$ cat src/rtl/collatz_pkg.sv
// Shared types and constants for the collatz_range block.
// Optional build macro: COLLATZ_FAST_EN (merged odd step in the engine).
package collatz_pkg;

    localparam int              VALUE_W   = 32;
    localparam int              COUNT_W   = 16;
    localparam logic [COUNT_W-1:0] COUNT_MAX = 16'hFFFF;

    typedef enum logic [2:0] {
        IDLE,
        START,
        RUN,
        WRITE,
        DONE
    } state_e;

    // Saturating count increment; never wraps past COUNT_MAX.
    function automatic logic [COUNT_W-1:0] sat_add(input logic [COUNT_W-1:0] c,
                                                   input logic [COUNT_W-1:0] inc);
        logic [COUNT_W:0] s;
        s = {1'b0, c} + {1'b0, inc};
        return s[COUNT_W] ? COUNT_MAX : s[COUNT_W-1:0];
    endfunction

endpackage

$ cat src/rtl/collatz_engine.sv
// Single-value Collatz iterator: one step per cycle, done is combinational
// from the running state so a value of 1 (or 0) finishes in the cycle after go.
// With COLLATZ_FAST_EN an odd step also performs the following halving.
module collatz_engine
    import collatz_pkg::*;
(
    input  logic               clk,
    input  logic               rst_n,
    input  logic               go,
    input  logic [VALUE_W-1:0] value_in,
    output logic               done,
    output logic [COUNT_W-1:0] count_out
);

    logic               busy_q, busy_d;
    logic [VALUE_W-1:0] v_q, v_d;
    logic [COUNT_W-1:0] cnt_q, cnt_d;
    logic [VALUE_W+1:0] tri_v;   // 3v+1 with two guard bits for overflow detection
    logic               finish;

    assign tri_v     = {2'b00, v_q} + {1'b0, v_q, 1'b0} + 34'd1;
    // Overflow forces cnt to COUNT_MAX, so it terminates through the same test.
    assign finish    = busy_q && ((v_q <= 32'd1) || (cnt_q == COUNT_MAX));
    assign done      = finish;
    assign count_out = (v_q == '0) ? '0 : cnt_q;

`ifdef COLLATZ_FAST_EN
    logic unused_lsb;
    assign unused_lsb = tri_v[0];
`endif

    // Next-state: load on go, otherwise step until 1, overflow or saturation.
    always_comb begin
        busy_d = busy_q;
        v_d    = v_q;
        cnt_d  = cnt_q;
        if (!busy_q) begin
            if (go) begin
                busy_d = 1'b1;
                v_d    = value_in;
                cnt_d  = 16'd1;
            end
        end else if (finish) begin
            busy_d = 1'b0;
        end else if (!v_q[0]) begin
            v_d   = v_q >> 1;
            cnt_d = sat_add(cnt_q, 16'd1);
        end else if (tri_v[VALUE_W+1:VALUE_W] != 2'b00) begin
            cnt_d = COUNT_MAX;
        end else begin
`ifdef COLLATZ_FAST_EN
            v_d   = tri_v[VALUE_W:1];
            cnt_d = sat_add(cnt_q, 16'd2);
`else
            v_d   = tri_v[VALUE_W-1:0];
            cnt_d = sat_add(cnt_q, 16'd1);
`endif
        end
    end

    // State registers with synchronous reset.
    always_ff @(posedge clk) begin
        if (!rst_n) begin
            busy_q <= 1'b0;
            v_q    <= '0;
            cnt_q  <= '0;
        end else begin
            busy_q <= busy_d;
            v_q    <= v_d;
            cnt_q  <= cnt_d;
        end
    end

endmodule

$ cat src/rtl/collatz_range.sv
// Batch controller: runs the engine over RAM_WORDS consecutive start values,
// stores each sequence length in an internal RAM, and serves registered reads.
// Optional build macro: COLLATZ_FAST_EN (passed through to the engine).
module collatz_range
    import collatz_pkg::*;
#(
    parameter int RAM_WORDS     = 256,
    parameter int RAM_ADDR_BITS = 8
) (
    input  logic               clk,
    input  logic               rst_n,
    input  logic               go,
    input  logic [VALUE_W-1:0] start,
    output logic               done,
    input  logic [11:0]        n,
    output logic [COUNT_W-1:0] count
);

    localparam logic [RAM_ADDR_BITS-1:0] LAST = RAM_ADDR_BITS'(RAM_WORDS - 1);

    state_e                   state_q, state_d;
    logic [RAM_ADDR_BITS-1:0] i_q, i_d;
    logic [VALUE_W-1:0]       start_q, start_d;
    logic [COUNT_W-1:0]       res_q, res_d;
    logic                     done_q, done_d;
    logic [COUNT_W-1:0]       count_q, count_d;

    logic                     eng_go, eng_done, we;
    logic [COUNT_W-1:0]       eng_count;
    logic [COUNT_W-1:0]       mem [RAM_WORDS];

    // Upper read-address bits are intentionally ignored.
    logic unused_n;
    assign unused_n = ^n;

    collatz_engine u_engine (
        .clk       (clk),
        .rst_n     (rst_n),
        .go        (eng_go),
        .value_in  (start_q + VALUE_W'(i_q)),
        .done      (eng_done),
        .count_out (eng_count)
    );

    // Batch FSM; done is cleared one edge after the accepting go (in START).
    always_comb begin
        state_d = state_q;
        i_d     = i_q;
        start_d = start_q;
        res_d   = res_q;
        done_d  = done_q;
        eng_go  = 1'b0;
        we      = 1'b0;
        count_d = mem[n[RAM_ADDR_BITS-1:0]];
        case (state_q)
            IDLE, DONE: begin
                if (go) begin
                    state_d = START;
                    i_d     = '0;
                    start_d = start;
                end
            end
            START: begin
                eng_go  = 1'b1;
                done_d  = 1'b0;
                state_d = RUN;
            end
            RUN: begin
                if (eng_done) begin
                    res_d   = eng_count;
                    state_d = WRITE;
                end
            end
            WRITE: begin
                we = 1'b1;
                if (i_q == LAST) begin
                    done_d  = 1'b1;
                    state_d = DONE;
                end else begin
                    i_d     = i_q + RAM_ADDR_BITS'(1);
                    state_d = START;
                end
            end
            default: state_d = IDLE;
        endcase
    end

    // Control and read registers with synchronous reset.
    always_ff @(posedge clk) begin
        if (!rst_n) begin
            state_q <= IDLE;
            i_q     <= '0;
            start_q <= '0;
            res_q   <= '0;
            done_q  <= 1'b0;
            count_q <= '0;
        end else begin
            state_q <= state_d;
            i_q     <= i_d;
            start_q <= start_d;
            res_q   <= res_d;
            done_q  <= done_d;
            count_q <= count_d;
        end
    end

    // Result RAM: not reset, so partial batches survive a reset.
    always_ff @(posedge clk) begin
        if (we) mem[i_q] <= res_q;
    end

    assign done  = done_q;
    assign count = count_q;

endmodule
$ cat config.mk
export PLATFORM = sky130hd
export DESIGN_NAME = collatz_range
export DESIGN_NICKNAME = d
export VERILOG_FILES = /design/src/rtl/collatz_pkg.sv /design/src/rtl/collatz_engine.sv /design/src/rtl/collatz_range.sv
export SDC_FILE = /design/constraint.sdc
export NUM_CORES = 2
export LEC_CHECK = 0
export BUFFER_PORTS_ARGS = -buffer_cell sky130_fd_sc_hd__clkbuf_2
export CORE_ASPECT_RATIO = 0.5
export CORE_UTILIZATION = 50
export DETAILED_ROUTE_END_ITERATION = 10
export GPL_TIMING_DRIVEN = 0
export PLACE_DENSITY = 0.65
export SLEW_MARGIN = 20
export SYNTH_ARGS = -nofsm -noshare
export SYNTH_HDL_FRONTEND = slang
export SYNTH_SLANG_ARGS = --single-unit
$ cat constraint.sdc
create_clock -name clk -period 5.2 [get_ports clk]
set_clock_uncertainty 0.15 [all_clocks]
set_input_delay 1.3 -clock clk [delete_from_list [all_inputs] [get_ports clk]]
set_output_delay 1.3 -clock clk [all_outputs]
set_load 0.005 [all_outputs]
==> impl_results.md <==
- Status: finished with violations
- Failing checks: setup timing
- DPL Wire Length: 305.8 mm
- CTS tree: built
- GR Util met1: 39.36%
- Hold Path Origin: start_q[4]$_SDFFE_PN0P_
- VDD IR max: 290.3 uV
- Arrival @ worst endpoint: 5.83 ns
- Clk root buf: clkbuf_16
- Total number of vias: between 80000 and 90000
- Clk buf depth: 4
- Overall power: a little under 0.07 W
- Final hold vios: 0
- Final WL: 437.2 mm
- Die Height: 407.8 um
- Gr usage total: roughly a quarter
- Clock Sinks: 4221
- Most numerous cell in the Yosys netlist: edfxtp_1
- Setup CP Type: in2reg
- Initial Util: 50.44%
- Syn Nets: 7371
- DRT antenna net count: 0
- Share of the synthesized area in the top cell type: between 70% and 80%
- Post-Synthesis Cell Area: approximately 160000 sq um
- First-pass GRT wire length: 612.9 mm
- Starting DRT DRC Count: 12107
- Synth Register Bits: 4221
- M2 GR Usage: between 30% and 40%
- Die area: 331800 sq um
- Synth-to-Final Area Change: 14.20%
- Worst setup margin: -0.1035 ns
- Setup TNS: -0.4630 ns
- Placer Congestion: 0.8931
- Initial antenna violation count: 28
- Crit-path cells: clkbuf_1 -> buf_4 -> clkbuf_2 -> buf_12 -> clkbuf_1 -> mux4_2 -> mux4_2 -> mux4_2 -> mux2i_1 -> a211oi_1
- Final instance area: 188000 sq um
- Critical path endpoint category: flip-flop
- Startpoint Class: input pin
- Vias in the first global route: 79123
- H-tree Lvls: 5
- Core Region: 326500 sq um
- CP top delay family: multiplexers
- Later-pin clock latency in the skew report: 0.95 ns
- Max Fclk: 188.6 MHz
- Placement Cell Area: 176100 sq um
- Min cycle time layout: between 5 and 6 ns
- GRT overflow: 0
- DRT Pass-1 Iters: 6
- Bufs and invs on worst path: 5
- Final hold slack: 0.3242 ns
- Post-synth EDFFs: slightly above 4000
- Crit path max-delay cell type: mux4_2
- Clock transition at the registers of the reported paths: about 0.07 ns
- DIE WIDTH: a little over 800 um
- Critical path origin: n[1]
- Share of cells above drive strength 1: 33.02%
- Port Buffers: 53
- HP Class: reg2reg
- Cell taking the most area after synthesis: edfxtp_1
- Pin count of the biggest net entering global routing: 73
- Final Cycle Share: 102.0%
- Residual DRC: 0
- Vias/cell: 6.423
- Final Setup Violations: 8
- RSZ-0062 raised after global routing: no
- Async S/R FF share, synth: 0%
- Sequential fraction of the synthesis area: 76.22%
- WL/cell: about 35 um
- Met3 Use GR: under 10%
- Crit-path max cell delay: between 0.6 and 0.7 ns
- Syn Inst Count: 7259
- MaxCap Viol Count: 0
- Num CTS Buffers: 368
- Req. time, crit path: approximately 5.7 ns
- Fin nets: 8099
- Post-synth top cells: edfxtp_1 (4096), mux4_2 (1344), nor2_1 (314), clkbuf_1 (243), nand2_1 (175)
- Top Usage Layer GRT: met1
- Worst r2r src: u_engine.v_q[0]$_SDFFE_PN0P_
- Least-Margin Pin Slew: 1.226 ns
- Yosys warns: 0
- Ys flop type: edfxtp_1
- Power per Cell Area: 361.4 nW/um^2
- Mapped Avg Cell Area: ~23 sq um
- Number of I/O pins: 64
- # rows: 148
- Unique masters post-synth: 65
- Cell mode on critical path: mux4_2
- Post-CTS Hold Buffers: 0
- Max_slew headroom: 17.75%
- Crit Path Max Fanout: 15
- P_leak: 59.27 nW
- Max Slew Vio Count: 0
- Largest cells by area after synthesis: edfxtp_1 (75%), mux4_2 (18%), dfxtp_1 (1.5%)
==> power by group <==
group,internal [W],switching (W)
Sequential,0.0368,0.0000989
Combinational,0.00149,0.00218
Clock,0.0149,0.0125
==> timing repair <==
item,CTS,global route
setup buffers,0,0
endpoints found under the setup margin,16,14
gates resized for setup,51,31
==> state kept, by name (all words and copies together) (netlist names) <==
| register | count |
|---|---|
| mem | 4096 |
| start_q | 32 |
| u_engine.v_q | 32 |
| count | 16 |
| res_q | 16 |
| u_engine.cnt_q | 16 |
| i_q | 8 |
| state_q | 3 |
| done | 1 |
| u_engine.busy_q | 1 |
==> routing by layer <==
layer  vias to the layer above  wire length, um
met3                       660            50170
met5                         -               87
li1                      32357                -
met1                     43796           175800
met2                      4429           196700
met4                        10            14450
==> cells in the final DEF, fill, tap and decap left out, types with 12 or more instances in the layout <==
master / netlist / final
inv_1: 54 / 55
buf_8: 0 / 95
a211oi_1: 40 / 40
buf_4: 13 / 19
nor2b_1: 27 / 27
buf_12: 0 / 31
clkbuf_2: 0 / 123
nor2_1: 314 / 73
nor2_2: 0 / 228
edfxtp_1: 4096 / 4096
dfxtp_4: 0 / 16
o21ai_0: 97 / 97
bufinv_16: 0 / 33
clkinvlp_4: 0 / 12
nor3_1: 23 / 22
xor2_1: 21 / 21
nand3_1: 70 / 69
nand2_1: 175 / 168
and2_1: 16 / 16
clkbuf_1: 243 / 227
nor2_4: 0 / 13
ha_1: 63 / 63
diode_2: 0 / 17
clkinv_1: 0 / 82
nand4_1: 29 / 29
clkinv_2: 0 / 77
and3_1: 13 / 13
a21oi_1: 158 / 158
buf_16: 0 / 51
buf_1: 42 / 22
mux4_2: 1344 / 1344
buf_2: 105 / 109
dfxtp_1: 125 / 109
xnor2_1: 41 / 41
clkbuf_16: 0 / 374
buf_6: 8 / 141
==> through the flow <==
step | utilization (%) | cells | worst slack [ns]
after floorplan | - | 7259 | 0.7974
after global routing | 57.59 | 12636 | 0.005832
final | 57.60 | 12651 | -0.1035
after global placement | 52.19 | 11662 | -4.495
after CTS | 57.58 | 12638 | -0.002682
after detailed placement | 53.95 | 11972 | -1.839
==> worst reg2reg max path: stages (launching register included) <==
cell      delay [ns]
dfxtp_1         0.40
inv_1           0.17
clkbuf_1        0.46
ha_1            0.36
a21oi_1         0.19
o221ai_1        0.32
o211ai_1        0.35
a21o_1          0.24
or4b_4          0.53
a21oi_1         0.53
buf_2           0.37
a21oi_1         0.12
o22ai_1         0.18
==> cell families (layout without fill, tap and decap cells) <==
logic type / after synthesis / after routing / synth area share (%)
DFF: 4221 / 4221 / 76.22
muxes: 1361 / 1361 / 18.49
and+or+nand+nor: 701 / 701 / 1.878
buffers and inverters: 465 / 1490 / 1.206
AOI/OAI and AO/OA: 384 / 384 / 1.381
adders and majority gates: 65 / 65 / 0.5030
xor gates and xnor gates: 62 / 62 / 0.3298
other: 0 / 17 / 0
==> cell type report <==
type,count,area [sq um]
diodes,17,42.54
plain buffers,406,1931
clock buffers,436,9627
clock inverters,231,2110
fillers,23249,138400
inverters,54,202.7
multi-input cells,2573,37910
flip-flops and latches,4221,125600
well taps,4350,5443
repair buffers,363,5214
==> final timing paths <==
path,end,slack (ns),cells after the start
setup / recovery,count[1]$_SDFF_PN0_,-0.10,10
hold / removal,start_q[4]$_SDFFE_PN0P_,0.32,2
setup reg to reg,u_engine.v_q[27]$_SDFFE_PN0P_,0.72,12
hold reg to reg,start_q[4]$_SDFFE_PN0P_,0.32,2
No activity file was read; power rests on OpenSTA's default activity.
